$ cat src/rtl/md_pkg.sv
// Shared types and constants for the md_datapath multiply/divide unit.
package md_pkg;

    localparam int unsigned MD_WIDTH_DEFAULT = 26;

    // Sequencer states; DIV and FIX are only reachable when divide is built in.
    typedef enum logic [2:0] {
        StIdle,
        StMul,
        StDiv,
        StFix,
        StDone
    } md_state_e;

    // Radix-4 Booth digit: sign plus magnitude in {0,1,2}.
    typedef struct packed {
        logic       neg;
        logic [1:0] mag;
    } booth_digit_t;

    // Recode multiplier bits (2i+1, 2i, 2i-1) into a signed digit.
    function automatic booth_digit_t booth_encode(input logic [2:0] bits);
        booth_digit_t d;
        d = '{neg: 1'b0, mag: 2'd0};
        case (bits)
            3'b001, 3'b010: d = '{neg: 1'b0, mag: 2'd1};
            3'b011:         d = '{neg: 1'b0, mag: 2'd2};
            3'b100:         d = '{neg: 1'b1, mag: 2'd2};
            3'b101, 3'b110: d = '{neg: 1'b1, mag: 2'd1};
            default:        d = '{neg: 1'b0, mag: 2'd0};
        endcase
        return d;
    endfunction

endpackage

$ cat src/rtl/md_booth_recode.sv
// Combinational radix-4 Booth recoder: three multiplier bits to one digit.
module md_booth_recode
    import md_pkg::*;
(
    input  logic [2:0] i_bits,
    output logic       o_neg,
    output logic [1:0] o_mag
);

    booth_digit_t w_digit;

    assign w_digit = booth_encode(i_bits);
    assign o_neg   = w_digit.neg;
    assign o_mag   = w_digit.mag;

endmodule

$ cat src/rtl/md_datapath.sv
// Signed multiply/divide unit: radix-4 Booth multiply, restoring divide on
// magnitudes with a trailing sign-fix cycle. Divide hardware is only built
// when MD_DIVIDE_EN is defined; otherwise divide requests report OVF.
module md_datapath
    import md_pkg::*;
#(
    parameter int unsigned WIDTH = MD_WIDTH_DEFAULT
) (
    input  logic             i_clk,
    input  logic             i_rst,
    input  logic             i_start,
    input  logic             i_op_div,
    input  logic [WIDTH-1:0] i_mcand,
    input  logic [WIDTH-1:0] i_mplier,
    output logic             o_busy,
    output logic             o_done,
    output logic [WIDTH-1:0] o_prod_hi,
    output logic [WIDTH-1:0] o_prod_lo,
    output logic             o_ovf
);

    localparam int unsigned CNT_W = $clog2(WIDTH + 1);
    localparam logic [CNT_W-1:0] MUL_LAST = CNT_W'(WIDTH / 2 - 1);

    md_state_e r_state;
    md_state_e w_state_next;

    // r_acc is the high half of the product; r_mplier shifts out multiplier
    // bits while product low bits shift in (dividend/quotient in divide).
    logic [WIDTH+1:0] r_acc;
    logic [WIDTH-1:0] r_mcand;
    logic [WIDTH-1:0] r_mplier;
    logic             r_prev;
    logic [CNT_W-1:0] r_cnt;

    logic [WIDTH-1:0] r_prod_hi;
    logic [WIDTH-1:0] r_prod_lo;
    logic             r_ovf;

    logic             w_out_load;
    logic [WIDTH-1:0] w_out_hi;
    logic [WIDTH-1:0] w_out_lo;
    logic             w_out_ovf;

    // Booth step
    logic [2:0]       w_booth_bits;
    logic             w_neg;
    logic [1:0]       w_mag;
    logic [WIDTH+1:0] w_mc_ext;
    logic [WIDTH+1:0] w_pp;
    logic [WIDTH+1:0] w_acc_sum;
    logic [WIDTH-1:0] w_hi_next;
    logic [WIDTH-1:0] w_lo_next;

    assign w_booth_bits = {r_mplier[1:0], r_prev};

    md_booth_recode u_booth (
        .i_bits (w_booth_bits),
        .o_neg  (w_neg),
        .o_mag  (w_mag)
    );

    assign w_mc_ext  = {{2{r_mcand[WIDTH-1]}}, r_mcand};
    assign w_pp      = (w_mag == 2'd2) ? (w_mc_ext << 1) :
                       (w_mag == 2'd1) ? w_mc_ext : '0;
    assign w_acc_sum = w_neg ? (r_acc - w_pp) : (r_acc + w_pp);
    // Arithmetic shift right by two of {acc_sum, mplier}.
    assign w_hi_next = w_acc_sum[WIDTH+1:2];
    assign w_lo_next = {w_acc_sum[1:0], r_mplier[WIDTH-1:2]};

`ifdef MD_DIVIDE_EN
    localparam logic [CNT_W-1:0] DIV_LAST = CNT_W'(WIDTH - 1);
    localparam logic [WIDTH-1:0] MIN_VAL  = {1'b1, {(WIDTH - 1){1'b0}}};

    logic [WIDTH-1:0] r_rem;
    logic             r_q_neg;
    logic             r_r_neg;
    logic             r_div_ovf;

    logic [WIDTH-1:0] w_mcand_abs;
    logic [WIDTH-1:0] w_mplier_abs;
    logic [WIDTH:0]   w_shift;
    logic             w_ge;
    logic [WIDTH-1:0] w_diff;
    logic [WIDTH-1:0] w_rem_step;
    logic [WIDTH-1:0] w_quo_fix;
    logic [WIDTH-1:0] w_rem_fix;

    // Magnitudes are unsigned, so -2^(W-1) maps to 2^(W-1) without loss.
    assign w_mcand_abs  = i_mcand[WIDTH-1] ? -i_mcand : i_mcand;
    assign w_mplier_abs = i_mplier[WIDTH-1] ? -i_mplier : i_mplier;

    assign w_shift    = {r_rem, r_mplier[WIDTH-1]};
    assign w_ge       = (w_shift >= {1'b0, r_mcand});
    // When w_ge holds the true difference is below the divisor, so W bits suffice.
    assign w_diff     = w_shift[WIDTH-1:0] - r_mcand;
    assign w_rem_step = w_ge ? w_diff : w_shift[WIDTH-1:0];

    // Overflow case needs no special handling: 2^(W-1) unnegated wraps to MIN.
    assign w_quo_fix = r_q_neg ? -r_mplier : r_mplier;
    assign w_rem_fix = r_r_neg ? -r_rem : r_rem;
`endif

    // Next-state decode and selection of the values captured on DONE entry.
    always_comb begin
        w_state_next = r_state;
        w_out_load   = 1'b0;
        w_out_hi     = '0;
        w_out_lo     = '0;
        w_out_ovf    = 1'b0;
        unique case (r_state)
            StIdle: begin
                if (i_start) begin
                    if (!i_op_div) begin
                        w_state_next = StMul;
`ifdef MD_DIVIDE_EN
                    end else if (i_mcand != '0) begin
                        w_state_next = StDiv;
                    end else begin
                        w_state_next = StDone;
                        w_out_load   = 1'b1;
                        w_out_lo     = i_mplier;
                        w_out_ovf    = 1'b1;
                    end
`else
                    end else begin
                        w_state_next = StDone;
                        w_out_load   = 1'b1;
                        w_out_ovf    = 1'b1;
                    end
`endif
                end
            end
            StMul: begin
                if (r_cnt == MUL_LAST) begin
                    w_state_next = StDone;
                    w_out_load   = 1'b1;
                    w_out_hi     = w_hi_next;
                    w_out_lo     = w_lo_next;
                end
            end
`ifdef MD_DIVIDE_EN
            StDiv: begin
                if (r_cnt == DIV_LAST) w_state_next = StFix;
            end
            StFix: begin
                w_state_next = StDone;
                w_out_load   = 1'b1;
                w_out_hi     = w_quo_fix;
                w_out_lo     = w_rem_fix;
                w_out_ovf    = r_div_ovf;
            end
`endif
            StDone:  w_state_next = StIdle;
            default: w_state_next = StIdle;
        endcase
    end

    // State register.
    always_ff @(posedge i_clk or posedge i_rst) begin
        if (i_rst) r_state <= StIdle;
        else       r_state <= w_state_next;
    end

    // Operand staging, iteration datapath and result registers.
    always_ff @(posedge i_clk or posedge i_rst) begin
        if (i_rst) begin
            r_acc     <= '0;
            r_mcand   <= '0;
            r_mplier  <= '0;
            r_prev    <= 1'b0;
            r_cnt     <= '0;
            r_prod_hi <= '0;
            r_prod_lo <= '0;
            r_ovf     <= 1'b0;
`ifdef MD_DIVIDE_EN
            r_rem     <= '0;
            r_q_neg   <= 1'b0;
            r_r_neg   <= 1'b0;
            r_div_ovf <= 1'b0;
`endif
        end else begin
            unique case (r_state)
                StIdle: begin
                    if (i_start) begin
                        r_acc  <= '0;
                        r_prev <= 1'b0;
                        r_cnt  <= '0;
                        if (!i_op_div) begin
                            r_mcand  <= i_mcand;
                            r_mplier <= i_mplier;
                        end
`ifdef MD_DIVIDE_EN
                        else begin
                            r_mcand   <= w_mcand_abs;
                            r_mplier  <= w_mplier_abs;
                            r_rem     <= '0;
                            r_q_neg   <= i_mcand[WIDTH-1] ^ i_mplier[WIDTH-1];
                            r_r_neg   <= i_mplier[WIDTH-1];
                            r_div_ovf <= (i_mplier == MIN_VAL) && (i_mcand == '1);
                        end
`endif
                    end
                end
                StMul: begin
                    r_acc    <= {{2{w_hi_next[WIDTH-1]}}, w_hi_next};
                    r_mplier <= w_lo_next;
                    r_prev   <= r_mplier[1];
                    r_cnt    <= r_cnt + 1'b1;
                end
`ifdef MD_DIVIDE_EN
                StDiv: begin
                    r_rem    <= w_rem_step;
                    r_mplier <= {r_mplier[WIDTH-2:0], w_ge};
                    r_cnt    <= r_cnt + 1'b1;
                end
`endif
                default: ;
            endcase
            if (w_out_load) begin
                r_prod_hi <= w_out_hi;
                r_prod_lo <= w_out_lo;
                r_ovf     <= w_out_ovf;
            end
        end
    end

    assign o_busy    = (r_state != StIdle);
    assign o_done    = (r_state == StDone);
    assign o_prod_hi = r_prod_hi;
    assign o_prod_lo = r_prod_lo;
    assign o_ovf     = r_ovf;

endmodule

$ cat config.mk
export PLATFORM = sky130hd
export DESIGN_NAME = md_datapath
export DESIGN_NICKNAME = d
export VERILOG_FILES = /design/src/rtl/md_pkg.sv /design/src/rtl/md_booth_recode.sv /design/src/rtl/md_datapath.sv
export SDC_FILE = /design/constraint.sdc
export NUM_CORES = 1
export LEC_CHECK = 0
export ABC_AREA = 0
export CORE_AREA = 2 2 114 138
export DETAILED_ROUTE_END_ITERATION = 6
export DIE_AREA = 0 0 116 140
export HOLD_SLACK_MARGIN = 0.02
export PLACE_DENSITY = 0.79
export RECOVER_POWER = 50
export SYNTH_ARGS = -nofsm -noshare
export SYNTH_HDL_FRONTEND = slang
export SYNTH_SLANG_ARGS = --single-unit
$ cat constraint.sdc
create_clock -name i_clk -period 5.72 [get_ports i_clk]
set_input_delay 1.144 -clock i_clk [delete_from_list [all_inputs] [get_ports i_clk]]
set_output_delay 1.144 -clock i_clk [all_outputs]
set_load 0.01 [all_outputs]
# After elaboration in Yosys (flattened, before gate mapping)
# Index checks and enable logic that the tools add are counted.
[word_totals]
reg_bits = 142
out_inout_bits = 55
wordCells = 62
inputBits = 56
[op_classes]
addsub = 3
n_eq_ne = 14
bitwise_logic = 1
n_reduce_logical = 9
n_mux = 26
[ops]
columns = ["op", "n"]
rows = [
  ["$mux W26", 6],
  ["$mux W28", 4],
  ["$pmux W28 S2", 1],
  ["$pmux W26 S2", 1],
  ["$add A28 B28 Y28", 1],
  ["$sub A28 B28 Y28", 1],
  ["$eq A3 B3 Y1 const B", 4],
  ["$pmux W3 S4", 1],
  ["$pmux W5 S2", 1],
  ["$mux W3", 3],
  ["$eq A3 B1 Y1 const B", 2],
  ["$eq A3 B2 Y1 const B", 2],
  ["$ne A2 B2 Y1 const B", 3],
  ["$pmux W3 S2", 1],
  ["$reduce_and A3 Y1", 2],
  ["$add A5 B1 Y5 const B", 1],
  ["$eq A5 B4 Y1 const B", 1],
  ["$mux W1", 5],
  ["$mux W5", 1],
  ["$pmux W1 S2", 2],
  ["$reduce_and A2 Y1", 2],
  ["$reduce_or A2 Y1", 2],
  ["$logic_not A3 Y1", 1],
  ["$reduce_bool A3 Y1", 1],
  ["4 further kinds", 4],
]

# Longest topological paths before layout
[logic_depth]
word_depth = 10
depth_mapped = 24
mapped_depth_nobuf = 22

# By module
# A second synthesis with hierarchy kept.
[unflattened]
hier_cells = 794
hier_area_um2 = 8002.7
[by_module_without_submodules]
columns = ["module", "seq_area_each_um2", "n_inst", "area_per_inst_um2", "cells_per_inst"]
rows = [
  ["md_datapath", 3478.3, 1, 7970.1, 789],
  ["md_booth_recode", 0.0, 1, 32.5, 5],
]

# Worst setup path before layout
# Ideal clock, no wire load.
[synth_path]
kind = "flip-flop to flip-flop"
from = "register r_mplier[0]"
to = "register r_prod_hi[21] (netlist: o_prod_hi[21])"
n_path_buf = 2
arrival_time_ns = 4.787
stages_incl_launch_ff = 25
setup_time_ns = 0.121
setup_slack_ns = 0.812
required_time_ns = 5.599
synth_period_minus_slack_ns = 4.908
cell_sequence = "dfrtp_1 -> inv_1 -> ha_1 -> nor2_1 -> nand2_1 -> buf_6 -> and2_1 -> clkbuf_1 -> nand2_1 -> ha_1 -> nor2_1 -> nor4_2 -> a31oi_1 -> a31oi_2 -> o21ai_1 -> xor2_1 -> ha_1 -> a21o_1 -> a221o_1 -> a21o_1 -> nor3_1 -> nor3b_1 -> or2_1 -> xor2_1 -> a22o_1"
[synth_between]
elab_chain_cells = 10
word_cells_on_any_way = 18
classes_between = "2 x add/sub; 8 x eq/ne; 6 x mux; 2 x reduce/logical"
[synth_rtl]
columns = ["item", "line_no", "text"]
rows = [
  ["start, declared", "md_datapath.sv:32", "logic [WIDTH-1:0] r_mplier;"],
  ["start signal, assigned", "md_datapath.sv:191", "r_mplier <= i_mplier;"],
  ["start signal, assigned", "md_datapath.sv:207", "r_mplier <= w_lo_next;"],
  ["$eq A3 B3 Y1, or another cell as far along", "md_pkg.sv:25", "case (bits)"],
  ["$reduce_or A2 Y1", "md_pkg.sv:25", ""],
  ["$pmux W3 S4 *", "md_pkg.sv:25", ""],
  ["$eq A2 B1 Y1", "md_datapath.sv:65", "(w_mag == 2'd1) ? w_mc_ext : '0;"],
  ["$mux W28", "md_datapath.sv:65", ""],
  ["$mux W28", "md_datapath.sv:64", "assign w_pp = (w_mag == 2'd2) ? (w_mc_ext << 1) :"],
  ["$add A28 B28 Y28 or $sub A28 B28 Y28 (tied branches)", "md_datapath.sv:66", "assign w_acc_sum = w_neg ? (r_acc - w_pp) : (r_acc + w_pp);"],
  ["$mux W28 *", "md_datapath.sv:66", ""],
  ["$mux W26 *", "md_datapath.sv:135", "if (r_cnt == MUL_LAST) begin"],
  ["$mux W26 *", "md_datapath.sv:111", "unique case (r_state)"],
  ["end signal, assigned", "md_datapath.sv:221", "r_prod_hi <= w_out_hi;"],
  ["end, declared", "md_datapath.sv:36", "logic [WIDTH-1:0] r_prod_hi;"],
]
# Mark *: on every way between the ends. The rest lies on a longest branch, timed or not.
# A chain may end at the register's enable or synchronous reset.

# Final worst setup path
# Ends and elaborated chain as after synthesis.

==> results.yml <==
sta:
  slew_headroom: -0.973
  hold_viol: 0
  fin_worst_skew_ns: 0.0103
  worst_pin_slew_ns: 2.96
  period_share: 0.915
  final.setup.tns_ns: 0
  timing.fmax_mhz: 191
  setup_viol: 0
  rsz0062_at_grt: "no"
  drv_slew: 189
  fin_crit_ns: 5.24
final_layout:
  antenna_cells: 0
  nNetsFinal: 1002
  syn2layout_area_growth_pct: 21.5
  final_area_um2: 9930
  drive_gt1_frac: 0.0952
  fillers: 1212
placed_design:
  gp_congestion: 0.915
  numPortBuffers: 110
  placed_area_um2: 9360
  dpl.hpwl_mm: 13.7
global_route:
  grt_first_pass_wirelength_mm: 33.5
  grt_overflow: 0
  antenna_found_initial: 0
  grt_pass1_vias: 6744
  grt_max_degree: 112
  grt_usage: 0.261
synthesis:
  synth_edf_count: 0
  syn-num-nets: 915
  netlist_area_um2: 8170
  synth_cell_types: 73
  ys_seq_area_frac: 0.426
  async_reset_ff_frac: 1.00
  synth_most_common_cell: "dfrtp_1"
  synth_common_cells: "139 x dfrtp_1, 88 x nand2_1, 72 x a22o_1, 67 x o21ai_0, 48 x a21oi_1"
  syn_avg_cell_area_um2: 9.92
  yosys.area.top_type: "dfrtp_1"
  synth_ff_type: "dfrtp_1"
  syn_inst: 824
  ys_ff_latch: 139
  synth_top_area_share: 0.426
  synth_area_leaders: "dfrtp_1 43%, a22o_1 7.7%, ha_1 5.2%, o21ai_0 4.1%, nand2_1 4.0%"
  yosys_warnings: 0
drt:
  initialDrtViolationCount: 520
  wl_per_cell_um: 17.8
  wl_met3_mm: 1.33
  vias: 6735
  wl_mm: 20.1
  drc: 0
  wl_met2_mm: 10.1
  via_per_inst: 5.97
  dr.pass1.iters: 5
  top_layer_used: "met4"
  ant_nets: 0
  wl_met1_mm: 8.11
setup_path:
  cp_top_family: "simple AND/OR/NAND/NOR gates"
  cp_max_fo: 13
  cpMostUsedCell: "ha_1"
  timing.critical_path.buf_inv: 1
  required_ns: 6.04
  critical_path.cell_chain: "inv_1 > ha_1 > mux2_4 > nand2_1 > and2_1 > nand2_1 > ha_1 > nor2_1 > nor4_2 > a31oi_1 > a31oi_2 > o21ai_1 > xor2_1 > ha_1 > a21o_1 > a221o_1 > a21o_1 > nor3_1 > nor3b_2 > or2_1 > xor2_1 > a22o_1"
  cp_slowest_cell: "and2_1"
  criticalPathCategory: "flop to flop"
  max_stage_delay_ns: 0.44
  ff2ff_setup_slack_ns: 0.48
  startpoint_type: "flop"
  end_kind: "flop"
  arrival_ns: 5.55
status:
  status: "finished, violations left"
  violations: "capacitance limit, slew limit"
floorplanning:
  io-pin-count: 111
  dieHeight_um: 140
  start_util: 0.551
  die_area_um2: 16200
  rows: 49
  core_area_um2: 14800
  die_x_um: 116
clock_network:
  clock_latency_ns: 0.44
  tritoncts: "yes"
  clockBufferDepth: 2
  cts-htree-levels: 4
  cts_hold_buf: 0
  root_buffer: "clkbuf_16"
  clkTransAtPathRegs_ns: 0.07
  cts.sinks: 139
  cts_buffers: 17
flow_run:
  maxCapViolations: 3
hold_path:
  hold_class: "flop to flop"
-- final timing paths --
check | from | endpoint | depth (start not counted)
setup / recovery | r_mplier[0] | o_prod_hi[21] | 22
hold / removal | o_prod_hi[3] | o_prod_hi[3] | 1
setup reg to reg | r_mplier[0] | o_prod_hi[21] | 22
hold reg to reg | o_prod_hi[3] | o_prod_hi[3] | 1
max in group asynchronous | i_rst | o_prod_hi[18] | 3
min in group asynchronous | i_rst | r_cnt[1] | 2
-- cells in the final DEF, fill, tap and decap left out, types with 7 or more instances in the layout --
master	n
xnor2_1	25
ha_1	34
dlygate4sd3_1	21
a22oi_1	15
clkdlybuf4s50_1	89
a21oi_1	47
o21ai_0	68
a31oi_1	10
and3_1	10
dfrtp_1	139
mux2_2	24
o21bai_1	7
mux2i_1	29
a21o_1	13
nand3_1	8
a22o_1	72
nor3_1	11
inv_1	16
xor2_1	24
nand2_1	88
clkbuf_16	17
buf_4	10
nor2_1	38
-- metrics by stage --
stage                      util  worst slack (ns)  hold slack [ns]  cells
after floorplan               -             0.812            0.456    824
after global placement    0.631             0.672            0.464   1096
after detailed placement  0.631             0.485            0.483   1096
after CTS                 0.670             0.452            0.501   1128
after global routing      0.669            0.0362            0.509   1128
final                     0.669             0.484            0.495   1128
-- final cells by class --
cell class,count,area (µm²),share of cell area
tap,204,255,0.0257
clock buffer,18,439,0.0442
sequential,139,3480,0.350
clock inverter,14,131,0.0132
timing repair buffer,121,1180,0.119
multi-input combinational,615,4380,0.441
inverter,17,67.6,0.00680
-- cells by family (layout without fill, tap and decap cells) --
group | count (synthesis) | in the layout | share of synthesized area
mux | 54 | 54 | 0.0704
simple gates | 197 | 197 | 0.116
buf+inv | 70 | 170 | 0.0419
xor+xnor | 49 | 49 | 0.0525
fa+ha+maj | 35 | 35 | 0.0545
flops | 139 | 139 | 0.426
compound gates | 280 | 280 | 0.239
-- routing by layer --
metal,vias to the layer above,track usage
li1,3200,-
met1,3272,0.324
met2,219,0.428
met3,44,0.0705
met4,0,0.110
met5,-,0
-- worst register-to-register path, delay by kind of cell, from the launching register on --
| kind | cells | cell delay, ns |
|---|---|---|
| muxes | 1 | 0.31 |
| DFF | 1 | 0.39 |
| AOI/OAI and AO/OA | 7 | 1.52 |
| and+or+nand+nor | 8 | 1.70 |
| buffers and inverters | 1 | 0.08 |
| xor gates and xnor gates | 2 | 0.35 |
| adders and majority gates | 3 | 0.79 |
-- flip-flops by register name (all words and copies together), names as in the netlist --
signal,cells
o_prod_lo,26
r_cnt,5
r_mplier,26
r_mcand,26
r_prev,1
r_acc,26
o_ovf,1
o_prod_hi,26
r_state,2
-- timing repair --
action | 4_1_cts | 5_1_grt
resized for setup | 0 | 3
endpoints found under the setup margin | 0 | 10
setup buffers | 0 | 0
Power is left out: the tool's default activity adds up to more than one toggle a clock period on the data nets, which glitch-free logic cannot reach.
